===== src/rtl/if_inst_queue_pkg.sv =====
// Shared definitions for the IF instruction queue: exception code width,
// NOP encoding, legal DEPTH range and the layout of one queue entry.
package if_inst_queue_pkg;

    localparam int          EXCCODE_W = 5;
    localparam logic [31:0] NOP_INSTR = 32'h0000_0000;
    localparam int          DEPTH_MIN = 2;
    localparam int          DEPTH_MAX = 16;

    // One queue entry; pc, instr, exception and exccode always move together.
    typedef struct packed {
        logic [31:0]          pc;
        logic [31:0]          instr;
        logic                 exception;
        logic [EXCCODE_W-1:0] exccode;
    } if_entry_t;

    localparam int ENTRY_W = $bits(if_entry_t);

    // Bit position of the exception flag inside a packed entry.
    localparam int EXC_BIT = EXCCODE_W;

endpackage


===== src/rtl/if_queue_ram.sv =====
// Entry storage for the IF instruction queue: DEPTH x ENTRY_W register
// array, one synchronous write port and one asynchronous read port.
module if_queue_ram
    import if_inst_queue_pkg::*;
#(
    parameter int DEPTH = 4
) (
    input  logic                     clk,
    input  logic                     rst,
    input  logic                     i_we,
    input  logic [$clog2(DEPTH)-1:0] i_waddr,
    input  logic [ENTRY_W-1:0]       i_wdata,
    input  logic [$clog2(DEPTH)-1:0] i_raddr,
    output logic [ENTRY_W-1:0]       o_rdata
);

    logic [ENTRY_W-1:0] r_mem [DEPTH];

    // Write one entry per cycle; reset clears only the exception flags.
    always_ff @(posedge clk) begin
        if (!rst) begin
            // NOTE: pc/instr payload is deliberately left unreset; the queue
            // masks every output while it is empty, so stale data never leaks.
            for (int i = 0; i < DEPTH; i++) begin
                r_mem[i][EXC_BIT] <= 1'b0;
            end
        end else if (i_we) begin
            r_mem[i_waddr] <= i_wdata;
        end
    end

    assign o_rdata = r_mem[i_raddr];

endmodule


===== src/rtl/if_inst_queue.sv =====
// IF-to-ID instruction queue: buffers fetched instructions with their PC
// and fetch exception status, presenting the oldest entry to decode.
// Minimum latency is one cycle; there is no bypass from input to output.
module if_inst_queue
    import if_inst_queue_pkg::*;
#(
    parameter int DEPTH = 4
) (
    input  logic                   clk,
    input  logic                   rst,
    input  logic                   flush,
    input  logic                   in_valid,
    input  logic [31:0]            in_pc,
    input  logic [31:0]            in_instr,
    input  logic                   in_exception,
    input  logic [EXCCODE_W-1:0]   in_exccode,
    output logic                   in_ready,
    output logic                   out_valid,
    output logic [31:0]            out_pc,
    output logic [31:0]            out_instr,
    output logic                   out_exception,
    output logic [EXCCODE_W-1:0]   out_exccode,
    input  logic                   out_ready,
    output logic [$clog2(DEPTH):0] count
);

    localparam int PTR_W = $clog2(DEPTH);
    localparam int CNT_W = PTR_W + 1;

    if (DEPTH < DEPTH_MIN || DEPTH > DEPTH_MAX || (DEPTH & (DEPTH - 1)) != 0) begin : g_depth_check
        $error("if_inst_queue: DEPTH must be a power of two between 2 and 16");
    end

    logic [PTR_W-1:0]   r_wr_ptr;
    logic [PTR_W-1:0]   r_rd_ptr;
    logic [CNT_W-1:0]   r_count;

    logic               w_push;
    logic               w_pop;
    logic               w_we;
    logic [ENTRY_W-1:0] w_wdata;
    logic [ENTRY_W-1:0] w_rdata;
    if_entry_t          w_head;

    // Handshake depends only on the registered count, never on out_ready,
    // so a full queue refuses a push even when decode drains it this cycle.
    assign in_ready  = (r_count < CNT_W'(DEPTH));
    assign out_valid = (r_count != '0);
    assign w_push    = in_valid && in_ready;
    assign w_pop     = out_valid && out_ready;
    assign count     = r_count;

    // A flush discards a same-cycle push, so the write is suppressed as well.
    assign w_we    = w_push && !flush;
    assign w_wdata = {in_pc, in_instr, in_exception, in_exccode};

    if_queue_ram #(
        .DEPTH (DEPTH)
    ) u_ram (
        .clk     (clk),
        .rst     (rst),
        .i_we    (w_we),
        .i_waddr (r_wr_ptr),
        .i_wdata (w_wdata),
        .i_raddr (r_rd_ptr),
        .o_rdata (w_rdata)
    );

    assign w_head = if_entry_t'(w_rdata);

    // Pointer and occupancy update: reset, then flush, then push/pop.
    always_ff @(posedge clk) begin
        // NOTE: state registers use non-blocking assignments so every
        // register samples pre-edge values regardless of statement order.
        if (!rst) begin
            r_wr_ptr <= '0;
            r_rd_ptr <= '0;
            r_count  <= '0;
        end else if (flush) begin
            r_wr_ptr <= '0;
            r_rd_ptr <= '0;
            r_count  <= '0;
        end else begin
            // Pointers are log2(DEPTH) bits, so the increment wraps to 0.
            if (w_push) begin
                r_wr_ptr <= r_wr_ptr + PTR_W'(1);
            end
            if (w_pop) begin
                r_rd_ptr <= r_rd_ptr + PTR_W'(1);
            end
            case ({w_push, w_pop})
                2'b10:   r_count <= r_count + CNT_W'(1);
                2'b01:   r_count <= r_count - CNT_W'(1);
                default: r_count <= r_count;
            endcase
        end
    end

    // Present the head entry, forced to a zero NOP while the queue is empty.
    always_comb begin
        // NOTE: every output gets a default first so no path infers a latch.
        out_pc        = '0;
        out_instr     = NOP_INSTR;
        out_exception = 1'b0;
        out_exccode   = '0;
        if (out_valid) begin
            out_pc        = w_head.pc;
            out_instr     = w_head.instr;
            out_exception = w_head.exception;
            out_exccode   = w_head.exccode;
        end
    end

endmodule


===== config.mk =====
export PLATFORM = sky130hd
export DESIGN_NAME = if_inst_queue
export DESIGN_NICKNAME = d
export VERILOG_FILES = /design/src/rtl/if_inst_queue_pkg.sv /design/src/rtl/if_queue_ram.sv /design/src/rtl/if_inst_queue.sv
export SDC_FILE = /design/constraint.sdc
export NUM_CORES = 1
export LEC_CHECK = 0
export CELL_PAD_IN_SITES_DETAIL_PLACEMENT = 1
export CELL_PAD_IN_SITES_GLOBAL_PLACEMENT = 1
export CORE_MARGIN = 1.5
export CORE_UTILIZATION = 51
export CTS_CLUSTER_SIZE = 40
export DETAILED_ROUTE_END_ITERATION = 7
export PLACE_DENSITY_LB_ADDON = 0.05
export SYNTH_ARGS = -nofsm -noshare
export SYNTH_HDL_FRONTEND = slang
export SYNTH_HIERARCHICAL = 1
export SYNTH_SLANG_ARGS = --single-unit
export TNS_END_PERCENT = 100

===== constraint.sdc =====
create_clock -name clk -period 9.96 [get_ports clk]
set_input_delay 0.996 -clock clk [delete_from_list [all_inputs] [get_ports clk]]
set_output_delay 0.996 -clock clk [all_outputs]
set_load 0.05 [all_outputs]

==> flow_summary.toml, run 1 <==
[status]
status = "finished, final reports clean"

[sta]
tns_ps = 0
worstMarginPinSlew_ps = 1103
finalSetupViolCount = 0
rsz0062_at_grt = "false"
fin_crit_sh_pct = 46.72
max_slew_margin_pct = 26.30
fmax_mhz = 214.9
finalHoldViolations = 0
fin_crit_ps = 4654
drv_slew = 0
fin_worst_skew_ps = 15.27

[cts]
clock_path_buffers = 3
cts_tree = "built"
cts.sinks = 287
cts_setup_buffers = 0
cts_hold_buf = 0
insertion_delay_ps = 540
clk_pin_slew_ps = 60
cts.htree.levels = 1
cts_inserted_buffers = 30
cts_resized = 0
root_buffer = "clkbuf_16"

[grt]
grt_first_pass_wirelength_um = 39110
antenna_found_initial = 1
grt_max_degree = 78
grt_pass1_vias = 6753
grt_use_total_pct = 21.77
overflow = 0

[logic_synthesis]
postSynthCellCount = 585
synth_fa_ha_area_share_pct = 0.2812
synth_seq_cells = 287
synth_edf_count = 277
synth_area_mm2 = 0.01157
synth_top_area_share_pct = 71.91
yosysSeqAreaShare_pct = 73.64
syn_avg_cell_area_um2 = 19.77
synth_nets = 662
synth_top_family_by_area = "multiplexers"
synth.area.top_cells = "edfxtp_1 72%, mux4_2 14%, and2_1 3.8%"
ys_top_cells_by_count = "277 x edfxtp_1, 70 x and2_1, 70 x and3_1, 70 x mux4_2, 16 x buf_2"
synth_compound_area_share_pct = 0.2704
ys_types = 29
yosys.area_share.simple_pct = 8.816
yosys_warnings = 6
synth_top_area_cell = "edfxtp_1"
synth.mux.area_fraction_pct = 13.89
synth-xor-area-share_pct = 0.4543
synthFlopType = "edfxtp_1"
synth-async-reset-ratio_pct = 0
synth_most_common_cell = "edfxtp_1"

[floorplan]
start_util_pct = 52.52
coreArea_mm2 = 0.02203
row_count = 54
die-area_mm2 = 0.02359
die_x_um = 153.6
fp.dieH_um = 153.6
ios = 150

[layout]
fillCellCount = 1849
nets = 815
syn_to_final_growth_pct = 23.08
fin_cells = 1041
drive_above_1_share_pct = 17.63
multiInputGateArea_mm2 = 0.002773
fin_util_pct = 64.64
seqCellArea_mm2 = 0.008526

[placed_design]
io_buffers = 149
dp.cells = 986
gp_congestion = 0.7043
dp_hpwl_um = 13820

[detailed_routing]
ant_nets = 0
first_iter_violations = 348
drt_pre_antenna_iters = 4
routed_wl_um = 24720
drc = 0
routed_via_density = 5.730
route.vias.total = 5965
wl_per_cell_um = 23.75

[worst_setup_path]
cpPeakStageDelay_ps = 950
cp_top_family = "buffers and inverters"
worst-endpoint-arrival_ps = 3660
cp_data_required_time_ps = 8960
path_cells = "buf_4 -> mux4_2 -> and2_1 -> clkdlybuf4s50_1"
crit_type = "flop to primary output"
worst_path_max_delay_cell = "dfxtp_4"
start_kind = "flop"
cp_max_fo = 43
path_buf_inv = 2
end_kind = "primary output"

[run]
cap_viol_max_count = 0

[pwr]
p_total_w = 0.002615
powerDensity_mw_per_mm2 = 183.7
combPwrFrac_pct = 6.5
p_leak_nw = 4.751
switching_share_pct = 20.86
clockPowerShare_pct = 42.5
internal_power_w = 0.002070
peakVddDrop_mv = 0.1491
switchingPower_w = 0.0005455
seqPwrFrac_pct = 50.9

[hold_path]
worstHoldPathType = "flop to flop"
==> final cells by class <==
cell class	count	area share, %
antenna	1	0.01758
clock buffer	43	6.037
clock inverter	11	0.9755
inverter	5	0.1318
multi-input combinational	254	19.47
sequential	287	59.88
tap	280	2.461
timing repair buffer	160	11.02
==> kinds of logic after synthesis <==
kind of cell / after synthesis
AND/OR/NAND/NOR: 168
AO/OA/AOI/OAI: 5
buffers and inverters: 44
XOR/XNOR: 6
flip-flops: 287
multiplexers: 73
adder cells (fa/ha/maj): 2
==> placed cells by master (no fill, tap or decap), types with 4 or more instances in the layout <==
cell             Yosys  routed
and3_1              70      70
xor2_1               6       6
dfxtp_1             10       8
clkbuf_1            14       7
inv_1                4       4
mux4_2              70      70
nand2_1              7       7
clkbuf_8             0       6
and2_1              70      70
buf_4                0      11
clkdlybuf4s50_1      0     148
edfxtp_1           277     277
clkinv_1             0       4
clkbuf_16            0      30
nor2_1               9       7
==> sequential cells by signal, indices dropped and copies added, names as in the netlist <==
register	count
count	3
r_wr_ptr	2
r_rd_ptr	2
u_ram/r_mem	280
==> metal layers <==
metal,track usage [%],vias up,share of wire [%]
met5,0,-,0
met1,29.10,3137,42
met2,37.47,159,51
met4,6.103,0,2.1
li1,-,2631,-
met3,3.410,38,4.4
==> power groups by stage <==
stage / clock network [W] / registers, W / logic, W
6_report: 0.00111 / 0.00133 / 0.000170
5_1_grt: 0.00117 / 0.00133 / 0.000181
4_1_cts: 0.00114 / 0.00133 / 0.000173
3_5_place_dp: 0 / 0.00136 / 0.000173
3_3_place_gp: 0 / 0.00136 / 0.000170
2_1_floorplan: 0 / 0.00136 / 0.000101
==> worst min-delay path, delay by kind of cell, from the launching register on <==
family | cells | cell delay [ps]
AND/OR/NAND/NOR | 1 | 60
flip-flops | 1 | 310
multiplexers | 1 | 70
==> final timing paths <==
kind              slack, ps  depth (start not counted)         startpoint            endpoint
hold reg to reg         490                          2  u_ram/r_mem[1][5]   u_ram/r_mem[1][5]
setup reg to reg       7030                          5           count[2]  u_ram/r_mem[3][48]
setup / recovery       5310                          4        r_rd_ptr[0]       out_exception
hold / removal          490                          2  u_ram/r_mem[1][5]   u_ram/r_mem[1][5]
==> stage by stage <==
step	area [um2]	setup slack, ps	hold WS [ps]
after floorplan	11570	2794	431.8
after global placement	13240	5734	444.8
after detailed placement	13240	5759	459.0
after CTS	14230	5171	499.4
after global routing	14230	5035	511.1
final	14240	5306	490.4
No activity file was read; power rests on OpenSTA's default activity.
==> run 2: changes to the inputs <==
--- a/config.mk
+++ b/config.mk
@@ -8,7 +8,7 @@
 export CELL_PAD_IN_SITES_DETAIL_PLACEMENT = 1
 export CELL_PAD_IN_SITES_GLOBAL_PLACEMENT = 1
 export CORE_MARGIN = 1.5
-export CORE_UTILIZATION = 51
+export CORE_UTILIZATION = 43
 export CTS_CLUSTER_SIZE = 40
 export DETAILED_ROUTE_END_ITERATION = 7
 export PLACE_DENSITY_LB_ADDON = 0.05
==> constraint.sdc (replaced) <==
create_clock -name clk -period 3.75 [get_ports clk]
set_input_delay 0.375 -clock clk [delete_from_list [all_inputs] [get_ports clk]]
set_output_delay 0.375 -clock clk [all_outputs]
set_load 0.05 [all_outputs]
==> run 2 against run 1 <==
Net effect:
- final cell count up 5.8%
- register-to-register slack worse by 5600 ps
- die area up 18%
- largest power group unchanged
- hold slack worse by 14 ps
- first-iteration DRC count down 23%
- via count down 1.0%
- setup slack worse by 4800 ps
- critical path type unchanged
- non-clock buffer count up 5
- clock power up 130%
==> flow_summary.toml, run 2 (synthesis gave the netlist of run 1 again) <==
[sta]
fin_crit_ps = 3269
tns_ps = 0
rsz0062_at_grt = "false"
fin_crit_sh_pct = 87.18
fin_worst_skew_ps = 7.844
max_slew_margin_pct = 43.45
drv_slew = 0
fmax_mhz = 305.9
finalSetupViolCount = 0
whs_ps = 476.7
finalHoldViolations = 0
worstMarginPinSlew_ps = 848.2

[pwr]
clockPowerShare_pct = 38.8
powerDensity_mw_per_mm2 = 458.7
p_leak_nw = 4.709
combPwrFrac_pct = 7.1
p_total_w = 0.006540
internal_power_w = 0.005144
switchingPower_w = 0.001396
switching_share_pct = 21.35
seqPwrFrac_pct = 54.0
peakVddDrop_mv = 0.2898

[layout]
drive_above_1_share_pct = 17.28
syn_to_final_growth_pct = 23.25
nets = 819
seqCellArea_mm2 = 0.008526
fin_util_pct = 54.40
final_common_cell = "edfxtp_1"
layout_common_cells = "277 x edfxtp_1, 148 x clkdlybuf4s50_1, 70 x and2_1, 70 x mux4_2, 70 x and3_1"
regMostFlops = "u_ram/r_mem"
fillCellCount = 2332
largest_reg_flops = 280
multiInputGateArea_mm2 = 0.002791

[detailed_routing]
ant_nets = 0
routed_via_density = 5.362
route.vias.total = 5904
first_iter_violations = 268
drc = 0
wl_per_cell_um = 23.12
routed_wl_um = 25460
drt_pre_antenna_iters = 4

[worst_setup_path]
r2r_slack_ps = 1460
cp_data_required_time_ps = 3380
cp_max_fo = 32
worst-endpoint-arrival_ps = 2890
end_kind = "primary output"
crit_type = "flop to primary output"
start_kind = "flop"

[grt]
grt_first_pass_wirelength_um = 39710
grt_use_total_pct = 18.86
antenna_found_initial = 2
overflow = 0
grt_pass1_vias = 6725
grt_max_degree = 77

[placed_design]
gp_congestion = 0.6850
dp_hpwl_um = 14360
io_buffers = 149

[cts]
cts_setup_buffers = 0
root_buffer = "clkbuf_16"
cts.htree.levels = 1
cts_resized = 0
clock_path_buffers = 3
cts.sinks = 287
cts_tree = "built"
insertion_delay_ps = 520
clk_pin_slew_ps = 60
cts_hold_buf = 0
cts_inserted_buffers = 29

[floorplan]
start_util_pct = 44.14
die_x_um = 167.0
coreArea_mm2 = 0.02621
row_count = 59
ios = 150
die-area_mm2 = 0.02789
fp.dieH_um = 167.0

[run]
cap_viol_max_count = 0

[status]
status = "finished, final reports clean"

[hold_path]
worstHoldPathType = "flop to flop"
run 2: cell types whose count changed in the layout (fill, tap and decap cells not counted):
cell and change:
buf_12 +5, bufinv_16 -3, clkbuf_1 +7, clkbuf_16 -1, clkbuf_8 -6, clkinv_1 -1
clkinv_2 +4, clkinv_8 -1, diode_2 +1, nor3_2 -1, nor3_4 +1, nor3b_2 -2
nor3b_4 +2
run 2: cell type report:
| type | count | area share, % |
|---|---|---|
| Timing Repair Buffer | 165 | 11.71 |
| Sequential cell | 287 | 59.80 |
| Inverter | 5 | 0.1316 |
| Antenna cell | 2 | 0.03511 |
| Clock inverter | 10 | 0.3423 |
| Multi-Input combinational cell | 254 | 19.58 |
| Clock buffer | 43 | 5.459 |
| Tap cell | 335 | 2.940 |
run 2: critical path, cell delays in order, from the launching register on:
cell	delay [ps]
dfxtp_4	750
buf_4	380
mux4_2	380
and2_1	150
clkdlybuf4s50_1	690
run 2: power groups by stage:
stage | clock, W | sequential, W | combinational (W)
after floorplan | 0 | 0.00360 | 0.000269
after global placement | 0 | 0.00360 | 0.000470
after detailed placement | 0 | 0.00360 | 0.000476
after CTS | 0.00262 | 0.00353 | 0.000478
after global routing | 0.00274 | 0.00353 | 0.000499
final | 0.00254 | 0.00353 | 0.000468
run 2: metal layers:
layer	wire (um)	track usage, %	vias up
met4	329	3.557	0
met5	0	0	-
met2	12860	32.44	141
met3	1166	3.232	27
met1	11100	25.54	3089
li1	-	-	2647
run 2: worst paths after layout:
check	from	endpoint	cells past startpoint
setup / recovery	r_rd_ptr[1]	out_instr[25]	4
setup reg to reg	count[2]	u_ram/r_mem[2][69]	5
hold / removal	u_ram/r_mem[0][5]	u_ram/r_mem[0][5]	2
hold reg to reg	u_ram/r_mem[0][5]	u_ram/r_mem[0][5]	2
run 2: metrics by stage:
stage / cells / instance area [um2] / worst slack [ps]
2_1_floorplan: 585 / 11600 / 161.7
3_3_place_gp: 1046 / 13420 / 1024
3_5_place_dp: 1046 / 13420 / 982.3
4_1_cts: 1099 / 14250 / 418.7
5_1_grt: 1099 / 14250 / 354.1
6_report: 1101 / 14260 / 480.8
==> run 3: changes to the inputs <==
--- a/config.mk
+++ b/config.mk
@@ -12,6 +12,7 @@
 export CTS_CLUSTER_SIZE = 40
 export DETAILED_ROUTE_END_ITERATION = 7
 export PLACE_DENSITY_LB_ADDON = 0.05
+export RECOVER_POWER = 100
 export SYNTH_ARGS = -nofsm -noshare
 export SYNTH_HDL_FRONTEND = slang
 export SYNTH_HIERARCHICAL = 1
==> run 3 against run 2 <==
Net effect:
- the run now ends with capacitance limit, slew limit left
- global-route usage stayed put
- non-clock buffer count stayed put
- critical path depth stayed put
- hold slack hardly changed
- register-to-register slack worse by 550 ps
- clock power hardly changed
- combinational power is 3% lower
- clock-buffer cell count stayed put
- cell area is 0.54% lower
- die area stayed put
- maximum frequency is 1.8% lower
- final cell count stayed put
- critical path type unchanged
- largest cell class unchanged
==> flow_summary.toml, run 3 (synthesis gave the netlist of run 1 again) <==
[worst_setup_path]
end_kind = "primary output"
cp_max_fo = 32
start_kind = "flop"
crit_type = "flop to primary output"
worst-endpoint-arrival_ps = 2950
cp_data_required_time_ps = 3380
r2r_start = "count[2]"
cpPeakStageDelay_ps = 750
r2r-end = "u_ram/r_mem[1][45]"
reg2reg_depth = 5
r2r_slack_ps = 910
worst_path_max_delay_cell = "dfxtp_4"
path_cells = "buf_4 -> mux4_2 -> and2_1 -> dlygate4sd3_1"

[grt]
use_met3_pct = 3.232
grt_first_pass_wirelength_um = 39710
overflow = 0
grt_use_total_pct = 18.86
antenna_found_initial = 2
grt_max_degree = 77
grt_use_met1_pct = 25.54
top_usage_layer = "met2"
grt_pass1_vias = 6725
grt_use_met2_pct = 32.44

[cts]
cts_inserted_buffers = 29
clock_path_buffers = 3
clk_pin_slew_ps = 60
cts_tree = "built"
cts.htree.levels = 1
root_buffer = "clkbuf_16"
cts_resized = 0
cts.sinks = 287
cts_setup_buffers = 0
insertion_delay_ps = 530
cts_hold_buf = 0

[floorplan]
start_util_pct = 44.14
ios = 150
die_x_um = 167.0
fp.dieH_um = 167.0
row_count = 59
die-area_mm2 = 0.02789
coreArea_mm2 = 0.02621

[pwr]
powerDensity_mw_per_mm2 = 460.3
p_total_w = 0.006526
peakVddDrop_mv = 0.2897
p_leak_nw = 4.907

[status]
status = "finished with violations"
failed_checks = "capacitance limit, slew limit"

[placed_design]
dp_hpwl_um = 14360
gp_congestion = 0.6850
io_buffers = 149
pre_cts_ws_ps = 982.3

[hold_path]
worstHoldStart = "u_ram/r_mem[0][5]"
worstHoldPathType = "flop to flop"
min_to = "u_ram/r_mem[0][5]"
hold_depth = 2

[layout]
layout_common_cells = "277 x edfxtp_1, 76 x clkdlybuf4s50_1, 72 x dlygate4sd3_1"
final_common_cell = "edfxtp_1"
regMostFlops = "u_ram/r_mem"
largest_reg_flops = 280
fin_util_pct = 54.10
nets = 819
drive_above_1_share_pct = 16.23
syn_to_final_growth_pct = 22.57

[sta]
fin_crit_sh_pct = 88.79
finalHoldViolations = 0
rsz0062_at_grt = "false"
setup_slack_ps = 420.3
fin_crit_ps = 3330
worstMarginPinSlew_ps = 1671
fin_worst_skew_ps = 7.917
whs_ps = 476.7
fmax_mhz = 300.3
tns_ps = 0
max_slew_margin_pct = -11.42
finalSetupViolCount = 0
drv_slew = 272

[detailed_routing]
first_iter_violations = 311
route.vias.total = 5926
ant_nets = 0
drc = 0
routed_via_density = 5.382
routed_wl_um = 25440
wl_per_cell_um = 23.11
drt_pre_antenna_iters = 4

[run]
cap_viol_max_count = 7
run 3: changes by cell type in the layout (fill, tap and decap cells not counted):
| cell | before | now |
|---|---|---|
| nor3_4 | 1 | 0 |
| buf_4 | 11 | 2 |
| nor3_1 | 0 | 1 |
| clkdlybuf4s50_1 | 148 | 76 |
| nor3b_1 | 1 | 3 |
| clkbuf_1 | 14 | 19 |
| clkbuf_2 | 0 | 6 |
| buf_12 | 5 | 4 |
| dlygate4sd3_1 | 0 | 72 |
| buf_2 | 1 | 0 |
| nor3b_4 | 2 | 0 |
run 3: worst max-delay path, delay by kind of cell (launching register included):
family | cells | cell delay, ps
and+or+nand+nor | 1 | 150
DFF | 1 | 750
buffers and inverters | 2 | 1130
muxes | 1 | 370
run 3: report_power, final:
part,switching [W],internal [W],total [W]
Clock,0.00111,0.00143,0.00254
Combinational,0.000270,0.000182,0.000452
Sequential,0.0000120,0.00352,0.00353
run 3: how the worst max path moves through the flow:
stage,start,end,slack [ps],depth (start not counted)
floorplan,count[2],u_ram/r_mem[3][0],160,5
global placement,r_rd_ptr[1],out_instr[25],1020,4
detailed placement,r_rd_ptr[1],out_instr[25],980,4
CTS,r_rd_ptr[1],out_instr[25],420,4
global route,r_rd_ptr[1],out_instr[25],300,4
finish,r_rd_ptr[1],out_instr[25],420,4
run 3: metal layers:
metal  share of wire (%)  vias up
met3                 4.5       27
met5                   0        -
li1                    -     2648
met1                  43     3106
met2                  51      145
met4                 1.3        0
run 3: layout make-up:
class | count | area [um2]
fill | 2337 | 12030
sequential | 287 | 8526
multi-input combinational | 254 | 2758
timing repair buffer | 165 | 1625
clock buffer | 43 | 778.2
tap | 335 | 419.2
clock inverter | 10 | 48.80
inverter | 5 | 18.77
antenna | 2 | 5.005
run 3: through the flow:
step                instances  area, um2
floorplan                 585      11600
global placement         1046      13420
detailed placement       1046      13420
CTS                      1099      14250
global route             1099      14170
finish                   1101      14180
